$ cat src/rtl/ysyx_220053_lsu.sv
// Handshaked load/store unit: one MemOp request becomes one or two aligned bus beats and one response.
// Optional feature macro LSU_MISALIGN_SPLIT_EN: misaligned ops are legal and boundary crossers take two beats.
module ysyx_220053_lsu #(
    parameter int XLEN   = 64,
    parameter int ADDR_W = 64
) (
    input  logic                clk,
    input  logic                rst,
    input  logic                req_valid,
    output logic                req_ready,
    input  logic [2:0]          req_op,
    input  logic                req_wen,
    input  logic [ADDR_W-1:0]   req_addr,
    input  logic [XLEN-1:0]     req_wdata,
    output logic                resp_valid,
    input  logic                resp_ready,
    output logic [XLEN-1:0]     resp_rdata,
    output logic                resp_err,
    output logic                mem_req_valid,
    input  logic                mem_req_ready,
    output logic [ADDR_W-1:0]   mem_req_addr,
    output logic                mem_req_wen,
    output logic [XLEN-1:0]     mem_req_wdata,
    output logic [XLEN/8-1:0]   mem_req_wmask,
    input  logic                mem_rsp_valid,
    input  logic [XLEN-1:0]     mem_rsp_rdata
);
    localparam int BYTES = XLEN / 8;
    localparam int OFFW  = $clog2(BYTES);

`ifdef LSU_MISALIGN_SPLIT_EN
    typedef enum logic [2:0] {
        IDLE  = 3'd0,
        BEAT0 = 3'd1,
        WAIT0 = 3'd2,
        BEAT1 = 3'd3,
        WAIT1 = 3'd4,
        RESP  = 3'd5
    } state_t;
`else
    typedef enum logic [2:0] {
        IDLE  = 3'd0,
        BEAT0 = 3'd1,
        WAIT0 = 3'd2,
        RESP  = 3'd5
    } state_t;
`endif

    state_t state_r, state_nx;

    logic [2:0]        op_r;
    logic              wen_r;
    logic [OFFW-1:0]   off_r;

    logic              req_ready_r, resp_valid_r, resp_err_r;
    logic [XLEN-1:0]   resp_rdata_r;
    logic              mem_req_valid_r, mem_req_wen_r;
    logic [ADDR_W-1:0] mem_req_addr_r;
    logic [XLEN-1:0]   mem_req_wdata_r;
    logic [BYTES-1:0]  mem_req_wmask_r;

    logic [3:0]        size_s;
    logic [OFFW-1:0]   off_s;
    logic              illegal_s, bad_s;
    logic [BYTES-1:0]  ones_s;
    logic [XLEN-1:0]   wfield_s;
    logic [XLEN-1:0]   lane_data0_s;
    logic [BYTES-1:0]  lane_mask0_s;
    logic [2*XLEN-1:0] merged_s;
    logic [XLEN-1:0]   field_s, load_s;

    function automatic logic [3:0] op_size(input logic [1:0] sz);
        case (sz)
            2'b01:   op_size = 4'd1;
            2'b10:   op_size = 4'd2;
            2'b00:   op_size = 4'd4;
            default: op_size = 4'd8;
        endcase
    endfunction

    // Decode the incoming request: access size, legality and the store bytes that survive
    always_comb begin
        size_s    = op_size(req_op[1:0]);
        off_s     = req_addr[OFFW-1:0];
        illegal_s = (req_op == 3'b111) || (req_wen && req_op[2]) ||
                    ((XLEN == 32) && (req_op[1:0] == 2'b11));
        ones_s    = {BYTES{1'b0}};
        wfield_s  = {XLEN{1'b0}};
        for (int i = 0; i < BYTES; i++) begin
            ones_s[i]          = (4'(i) < size_s);
            wfield_s[i*8 +: 8] = (4'(i) < size_s) ? req_wdata[i*8 +: 8] : 8'd0;
        end
`ifdef LSU_MISALIGN_SPLIT_EN
        bad_s = illegal_s;
`else
        bad_s = illegal_s || ((req_addr[2:0] & 3'(size_s - 4'd1)) != 3'd0);
`endif
    end

`ifdef LSU_MISALIGN_SPLIT_EN
    logic [2*XLEN-1:0]  data2_s;
    logic [2*BYTES-1:0] mask2_s;
    logic               two_beat_s;
    logic [XLEN-1:0]    data_hi_r;
    logic [BYTES-1:0]   mask_hi_r;
    logic               two_r;
    logic [XLEN-1:0]    rd0_r;

    assign data2_s      = {{XLEN{1'b0}}, wfield_s} << {off_s, 3'b000};
    assign mask2_s      = {{BYTES{1'b0}}, ones_s} << off_s;
    assign lane_data0_s = data2_s[XLEN-1:0];
    assign lane_mask0_s = mask2_s[BYTES-1:0];
    assign two_beat_s   = (5'(off_s) + 5'(size_s)) > 5'(BYTES);

    // Upper-half lanes and first read beat for boundary-crossing ops
    always_ff @(posedge clk) begin
        if (rst) begin
            data_hi_r <= {XLEN{1'b0}};
            mask_hi_r <= {BYTES{1'b0}};
            two_r     <= 1'b0;
            rd0_r     <= {XLEN{1'b0}};
        end else begin
            if (state_r == IDLE && req_valid) begin
                data_hi_r <= data2_s[2*XLEN-1:XLEN];
                mask_hi_r <= mask2_s[2*BYTES-1:BYTES];
                two_r     <= two_beat_s;
            end
            if (state_r == WAIT0 && mem_rsp_valid) begin
                rd0_r <= mem_rsp_rdata;
            end
        end
    end
`else
    assign lane_data0_s = wfield_s << {off_s, 3'b000};
    assign lane_mask0_s = ones_s << off_s;
`endif

    // Merge beat data, shift the addressed field down and extend it
    always_comb begin
`ifdef LSU_MISALIGN_SPLIT_EN
        if (state_r == WAIT1) begin
            merged_s = {mem_rsp_rdata, rd0_r};
        end else begin
            merged_s = {{XLEN{1'b0}}, mem_rsp_rdata};
        end
`else
        merged_s = {{XLEN{1'b0}}, mem_rsp_rdata};
`endif
        field_s = XLEN'(merged_s >> {off_r, 3'b000});
        case (op_r[1:0])
            2'b01: begin
                if (op_r[2]) load_s = XLEN'(field_s[7:0]);
                else         load_s = XLEN'($signed(field_s[7:0]));
            end
            2'b10: begin
                if (op_r[2]) load_s = XLEN'(field_s[15:0]);
                else         load_s = XLEN'($signed(field_s[15:0]));
            end
            2'b00: begin
                if (op_r[2]) load_s = XLEN'(field_s[31:0]);
                else         load_s = XLEN'($signed(field_s[31:0]));
            end
            default: load_s = field_s;
        endcase
    end

    // Next-state logic
    always_comb begin
        state_nx = state_r;
        case (state_r)
            IDLE: begin
                if (req_valid) state_nx = bad_s ? RESP : BEAT0;
                else           state_nx = IDLE;
            end
            BEAT0: begin
                if (mem_req_ready) state_nx = WAIT0;
                else               state_nx = BEAT0;
            end
            WAIT0: begin
`ifdef LSU_MISALIGN_SPLIT_EN
                if (mem_rsp_valid) state_nx = two_r ? BEAT1 : RESP;
                else               state_nx = WAIT0;
`else
                if (mem_rsp_valid) state_nx = RESP;
                else               state_nx = WAIT0;
`endif
            end
`ifdef LSU_MISALIGN_SPLIT_EN
            BEAT1: begin
                if (mem_req_ready) state_nx = WAIT1;
                else               state_nx = BEAT1;
            end
            WAIT1: begin
                if (mem_rsp_valid) state_nx = RESP;
                else               state_nx = WAIT1;
            end
`endif
            RESP: begin
                if (resp_ready) state_nx = IDLE;
                else            state_nx = RESP;
            end
            default: state_nx = IDLE;
        endcase
    end

    // State register and request fields held for the whole op
    always_ff @(posedge clk) begin
        if (rst) begin
            state_r <= IDLE;
            op_r    <= 3'd0;
            wen_r   <= 1'b0;
            off_r   <= {OFFW{1'b0}};
        end else begin
            state_r <= state_nx;
            if (state_r == IDLE && req_valid) begin
                op_r  <= req_op;
                wen_r <= req_wen;
                off_r <= off_s;
            end
        end
    end

    // Registered handshake, bus and response outputs, decoded from the next state
    always_ff @(posedge clk) begin
        if (rst) begin
            req_ready_r     <= 1'b1;
            resp_valid_r    <= 1'b0;
            resp_err_r      <= 1'b0;
            resp_rdata_r    <= {XLEN{1'b0}};
            mem_req_valid_r <= 1'b0;
            mem_req_wen_r   <= 1'b0;
            mem_req_addr_r  <= {ADDR_W{1'b0}};
            mem_req_wdata_r <= {XLEN{1'b0}};
            mem_req_wmask_r <= {BYTES{1'b0}};
        end else begin
            req_ready_r <= (state_nx == IDLE);
`ifdef LSU_MISALIGN_SPLIT_EN
            mem_req_valid_r <= (state_nx == BEAT0) || (state_nx == BEAT1);
`else
            mem_req_valid_r <= (state_nx == BEAT0);
`endif
            if (state_r == IDLE && state_nx == BEAT0) begin
                mem_req_addr_r  <= req_addr & ~ADDR_W'(BYTES - 1);
                mem_req_wen_r   <= req_wen;
                mem_req_wdata_r <= req_wen ? lane_data0_s : {XLEN{1'b0}};
                mem_req_wmask_r <= req_wen ? lane_mask0_s : {BYTES{1'b0}};
            end
`ifdef LSU_MISALIGN_SPLIT_EN
            else if (state_r == WAIT0 && state_nx == BEAT1) begin
                mem_req_addr_r  <= mem_req_addr_r + ADDR_W'(BYTES);
                mem_req_wdata_r <= wen_r ? data_hi_r : {XLEN{1'b0}};
                mem_req_wmask_r <= wen_r ? mask_hi_r : {BYTES{1'b0}};
            end
`endif
            if (state_nx == RESP && state_r != RESP) begin
                resp_valid_r <= 1'b1;
                resp_err_r   <= (state_r == IDLE);
                resp_rdata_r <= (state_r != IDLE && !wen_r) ? load_s : {XLEN{1'b0}};
            end else if (state_r == RESP && resp_ready) begin
                resp_valid_r <= 1'b0;
                resp_err_r   <= 1'b0;
                resp_rdata_r <= {XLEN{1'b0}};
            end
        end
    end

    assign req_ready     = req_ready_r;
    assign resp_valid    = resp_valid_r;
    assign resp_err      = resp_err_r;
    assign resp_rdata    = resp_rdata_r;
    assign mem_req_valid = mem_req_valid_r;
    assign mem_req_wen   = mem_req_wen_r;
    assign mem_req_addr  = mem_req_addr_r;
    assign mem_req_wdata = mem_req_wdata_r;
    assign mem_req_wmask = mem_req_wmask_r;

endmodule
$ cat config.mk
export PLATFORM = sky130hd
export DESIGN_NAME = ysyx_220053_lsu
export DESIGN_NICKNAME = d
export VERILOG_FILES = /design/src/rtl/ysyx_220053_lsu.sv
export SDC_FILE = /design/constraint.sdc
export NUM_CORES = 1
export LEC_CHECK = 0
export ABC_CLOCK_PERIOD_IN_PS = 3100
export CAP_MARGIN = 15
export CORE_ASPECT_RATIO = 1.5
export CORE_MARGIN = 8
export CORE_UTILIZATION = 45
export CTS_CLUSTER_SIZE = 25
export DETAILED_ROUTE_END_ITERATION = 10
export GPL_ROUTABILITY_DRIVEN = 1
export PLACE_DENSITY = 0.9
export SYNTH_ARGS = -nofsm -noshare
export SYNTH_HDL_FRONTEND = slang
export SYNTH_SLANG_ARGS = --single-unit
$ cat constraint.sdc
create_clock -name clk -period 3.1 [get_ports clk]
set_input_delay 0.62 -clock clk [delete_from_list [all_inputs] [get_ports clk]]
set_output_delay 0.62 -clock clk [all_outputs]
set_load 0.02 [all_outputs]
## Word level (Yosys, flattened, before mapping)

Cells that the tools add are included.

- Register bits after elaboration: 212
- Input port bits: 202

- Add/subtract/negate cells: 1
- Magnitude comparators: 8
- Equal/unequal tests: 11
- Shift operators: 3
- Mux-type cells: 27
- Bitwise gates (word level): 1
- Reduce and logical (&&, ||, !) cells: 16

Operator list:

| kind | count |
|---|---|
| 64-bit two-way mux | 7 |
| 64-bit case mux with 3 select lines | 1 |
| 8-bit two-way mux | 9 |
| 64-bit by 6-bit left shift with 64-bit output | 1 |
| 64-bit by 6-bit >> shifter with 64-bit output | 1 |
| 3-bit by 4-bit < comparator with 1-bit output, first input constant | 4 |
| 3-bit two-way mux | 4 |
| 3-bit case mux with 4 select lines | 1 |
| 4-bit case mux with 3 select lines | 1 |
| 3-bit == test, second input constant | 3 |
| 1-bit by 4-bit < comparator with 1-bit output, first input constant | 2 |
| 2-bit by 4-bit < comparator with 1-bit output, first input constant | 2 |
| 8-bit by 3-bit left shift with 8-bit output | 1 |
| 3-bit by 1-bit == test with 1-bit output, second input constant | 2 |
| 1-bit logical AND | 6 |
| 3-bit zero test | 2 |
| 3-bit nonzero test | 2 |
| 2-bit by 1-bit == test with 1-bit output, second input constant | 2 |
| 2-bit == test, second input constant | 2 |
| 2-bit zero test | 2 |
| 3-bit bitwise AND | 1 |
| 3-bit by 2-bit == test with 1-bit output, second input constant | 1 |
| 1-bit two-way mux | 3 |
| 3-bit inequality test, second input constant | 1 |
| other kinds (5) | 6 |

## Longest topological paths before layout

- Word-level depth: 12
- Depth in mapped cells: 9
- Depth with buffers taken out: 7

## Least setup slack after synthesis

Ideal clock, no wire load.

- Path type: input-to-reg
- Start point: in req_op[1]
- End point: reg resp_rdata_r[34], in the netlist resp_rdata[34]
- Arrival: 2.265 ns
- Required time: 3.013 ns
- Path slack: 0.748 ns
- Cell stages on the path: 9
- Buffers on the path: 2
- Cell sequence: inv_1 -> ha_1 -> a22oi_1 -> a31oi_4 -> nor3_2 -> buf_6 -> clkbuf_1 -> nand2_1 -> o31ai_1

- Word-level cells in the longest chain between the ends: 12
- Elaborated cells between the ends (all ways): 17
- Those cells by class: add/sub (1); eq/ne (4); mux (5); bitwise (1); reduce/logical (6)

Ends and longest elaborated chain:

| what | RTL line | RTL |
|---|---|---|
| start: declaration | 11 | `input logic [2:0] req_op,` |
| 2-bit == test, or another cell as far along | 73 | `case (sz)` |
| 4-bit case mux with 3 select lines | 73 |  |
| 3-bit by 1-bit subtractor with 3-bit output | 96 | `bad_s = illegal_s \|\| ((req_addr[2:0] & 3'(size_s - 4'd1)) != 3'd0);` |
| 3-bit bitwise AND | 96 |  |
| 3-bit nonzero test | 96 |  |
| 1-bit logical OR * | 96 |  |
| 3-bit two-way mux * (2 in series) | 172 | `if (req_valid) state_nx = bad_s ? RESP : BEAT0;` |
| 3-bit case mux with 4 select lines * | 170 | `case (state_r)` |
| 3-bit == test * | 255 | `if (state_nx == RESP && state_r != RESP) begin` |
| 1-bit logical AND * | 255 |  |
| 64-bit two-way mux / 2-bit nonzero test (equally long branches) | -- |  |
| end signal: assignment | 229 | `resp_rdata_r <= {XLEN{1'b0}};` |
| end signal: assignment | 258 | `resp_rdata_r <= (state_r != IDLE && !wen_r) ? load_s : {XLEN{1'b0}};` |
| end signal: assignment | 262 | `resp_rdata_r <= {XLEN{1'b0}};` |
| end: declaration | 56 | `logic [XLEN-1:0] resp_rdata_r;` |

Mark *: on every way between the ends. The rest lies on a longest branch, timed or not.
A chain may end at the register's enable or synchronous reset.

## Worst setup path in the final report

- Start point: in req_op[1]
- End point: reg mem_req_wdata_r[32], in the netlist mem_req_wdata[32]

- Word-level cells in the longest chain between the ends: 11
- Elaborated cells between the ends (all ways): 33
- Those cells by class: add/sub (1); order compare (8); eq/ne (4); shift (1); mux (13); bitwise (1); reduce/logical (5)

Ends and longest elaborated chain:

| what | RTL line | RTL |
|---|---|---|
| 2-bit == test, or another cell as far along | 73 |  |
| 4-bit case mux with 3 select lines | 73 |  |
| 3-bit by 1-bit subtractor with 3-bit output | 96 |  |
| 3-bit bitwise AND | 96 |  |
| 3-bit nonzero test | 96 |  |
| 1-bit logical OR | 96 |  |
| 3-bit two-way mux (2 in series) | 172 |  |
| 3-bit case mux with 4 select lines | 170 |  |
| 3-bit by 1-bit == test with 1-bit output | 242 | `if (state_r == IDLE && state_nx == BEAT0) begin` |
| 1-bit logical AND | 242 |  |
| end signal: assignment | 233 | `mem_req_wdata_r <= {XLEN{1'b0}};` |
| end signal: assignment | 245 | `mem_req_wdata_r <= req_wen ? lane_data0_s : {XLEN{1'b0}};` |
| end: declaration | 59 | `logic [XLEN-1:0] mem_req_wdata_r;` |

Several ways; a longest one is shown, not always the timed one.

==> impl_results.md <==
* Outcome: finished, final reports clean
* Tcrit/Tclk final at 83.4%
* Post-Route Setup TNS at 0 ps
* Vias in the first global route at 11.9k
* Filler instances at 1931
* Clock transition at the registers of the reported paths at 60 ps
* Worst EP required at 3540 ps
* Kind of critical path: input port to flop
* Initial Utilization at 45.7%
* Clk_skew at 12.1 ps
* Met2 Track Usage GR at 52.8%
* CTS max path bufs at 3
* PD cells at 445 mW/mm^2
* Post-Synth Simple-Gate Area at 17.3%
* Post-synth EDFFs at 0
* Worst vdd ir at 378 uV
* Initial DRC count at 1206
* Sequential share of the synthesized area at 39.2%
* Final Setup Violations at 0
* 1st-pass router iterations at 5
* Cell area after synthesis at 0.0108 sq mm
* Max-Cap Viols at 0
* #FFs+latches synth at 212
* Root Driver: clkbuf_16
* GR Util met3 at 6.82%
* Slew Limit Fails at 0
* Rel. slew slack at 39.3%
* Max H-tree Level at 1
* Avg WL per Cell at 23.4 um
* Pin count of the biggest net entering global routing at 85
* CORE AREA at 0.0237 sq mm
* Setup bufs post-CTS at 0
* Vias at 11.9k
* Fin area at 0.0159 sq mm
* Aggregate global routing overflow at 0
* Worst-Margin Slew at 911 ps
* Fraction of registers with async set/reset at 0%
* Hold Vio Cnt, Final at 0
* Met1 global-route usage at 30.6%
* Hold-fix buffers at CTS at 0
* Adder-cell area share of the yosys netlist at 0.347%
* Clock Latency Late Sink at 510 ps
* Die height at 206 um
* GR peak layer: met2
* Post-DP Area at 0.0152 sq mm
* RSZ-0062 raised after global routing: no
* First-pass GRT wire length at 68.8 mm
* Synth-to-layout area growth at 47.2%
* DRT antenna net count at 0
* Initial antenna violation count at 1
* Fin util at 67.3%
* Leak at 5.72 nW
* Worst setup SP type: input port
* Share of cells above drive strength 1 at 12.1%
* IO Port Bufs at 403
* Yosys cell types at 60
* Post-synthesis cell count at 1289
* Largest stage delay on the critical path at 570 ps
* Warnings from Yosys at 0
* Routed wire length at 46.6 mm
* Residual DRC at 0
* CP max FO at 16
* Io pins at 407
* Worst setup EP type: flop
* Die X at 143 um
* CTS Buf Count at 22
* Row count at 69
* Fmax at 0.387 GHz
* Worst Hold Launch: req_addr[2]
* Post-DP HPWL at 35.6 mm
* CTS tree: built
* Crit path time final at 2590 ps
* Placer Congestion at 0.972
* Clk sink count at 212
* Power Total at 7.09 mW
* Commonest non-fill, non-tap cell in the layout: clkdlybuf4s50_1
* Most frequent cells in the layout: clkdlybuf4s50_1 (399), nand2_1 (243), dfxtp_1 (211)
* Avg Cell Area, Syn at 8.40 sq um
* Main combinational cell family by area after synthesis: compound AO/OA/AOI/OAI gates
* Main synth FF type: dfxtp_1
* GRT Total Usage at 30.2%
* Worst path arrival time at 3020 ps
* Nets@finish at 1866
* Drt via density at 5.95
* CP startpoint: req_op[1]
* XOR/XNOR share of the synthesized area at 0.0809%
* Cells along the critical path: clkdlybuf4s50_1 -> inv_1 -> ha_1 -> buf_4 -> and2_1 -> a221oi_1 -> a211oi_1 -> a31oi_1 -> o21ai_0
* Slowest CP cell: and2_1
* WHS at 435 ps
* Hold Crit Class: input port to flop
* Multiplexer area fraction after synthesis at 14.5%
* R2R Path Start: off_r[1]
* Post-CTS resize count at 0
* Post-synthesis compound-gate area fraction at 22.9%
* Die outline area at 0.0294 sq mm
final timing paths:
kind,endpoint,slack [ps],depth (start not counted)
worst max-delay path,mem_req_wdata[32],510,9
worst max register to register,resp_rdata[24],560,6
worst min-delay path,off_r[2],430,3
worst min register to register,resp_rdata[55],450,2
worst max-delay path, delay by kind of cell:
kind	cells	cell delay [ps]
buffers and inverters	3	760
AOI/OAI and AO/OA	4	710
and+or+nand+nor	1	570
adders and majority gates	1	350
final cells by class:
type / count / area [sq um] / area share, %
Inverter: 9 / 33.8 / 0.212
Tap cell: 319 / 399 / 2.51
Antenna cell: 1 / 2.50 / 0.0157
Clock inverter: 8 / 80.1 / 0.503
Multi-Input combinational cell: 946 / 5990 / 37.6
Clock buffer: 29 / 607 / 3.81
Sequential cell: 212 / 4250 / 26.7
Timing Repair Buffer: 470 / 4570 / 28.7
cell usage after synthesis, types with 15 or more instances:
library cell,instances,area (sq um)
nand3_1,29,145
nor2_1,91,342
buf_2,23,115
mux2_2,69,777
a211o_1,16,140
o31ai_1,23,173
clkbuf_1,78,293
a21oi_1,113,566
o22ai_1,18,113
mux4_2,15,338
nor2b_1,15,93.8
dfxtp_1,212,4240
o21ai_0,63,315
nand2_1,243,912
a22oi_1,40,300
mux2i_1,44,440
a221oi_1,24,210
cell families (layout without fill, tap and decap cells):
group           Yosys count  after routing
fa+ha+maj                 3              3
other cells               1              4
xor+xnor                  1              1
mux                     129            129
flops                   212            212
simple gates            430            430
buf+inv                 133            516
compound gates          380            380
layer usage:
layer  part of all wire [%]  up-vias
met1                     33     5527
met3                    8.9      202
met4                    8.3        0
met5                      0        -
li1                       -     5376
met2                     50      756
power breakdown:
group	switching (mW)	internal [mW]	leakage (nW)
sequential	0.0596	2.80	1.71
combinational	0.883	0.762	3.67
clock	1.12	1.46	0.342
total	2.06	5.02	5.72
sequential cells by signal, summed over array words and instances, names as in the netlist, 3 cells and up:
name           flops
state_r            3
op_r               3
off_r              3
mem_req_wdata     64
resp_rdata        64
mem_req_wmask      8
mem_req_addr      61
stage by stage:
step	setup slack, ps	std cells
global route	343	1994
floorplan	748	1291
CTS	578	1993
global placement	120	1956
finish	515	1994
detailed placement	75.0	1956
No activity file was read; power rests on OpenSTA's default activity.
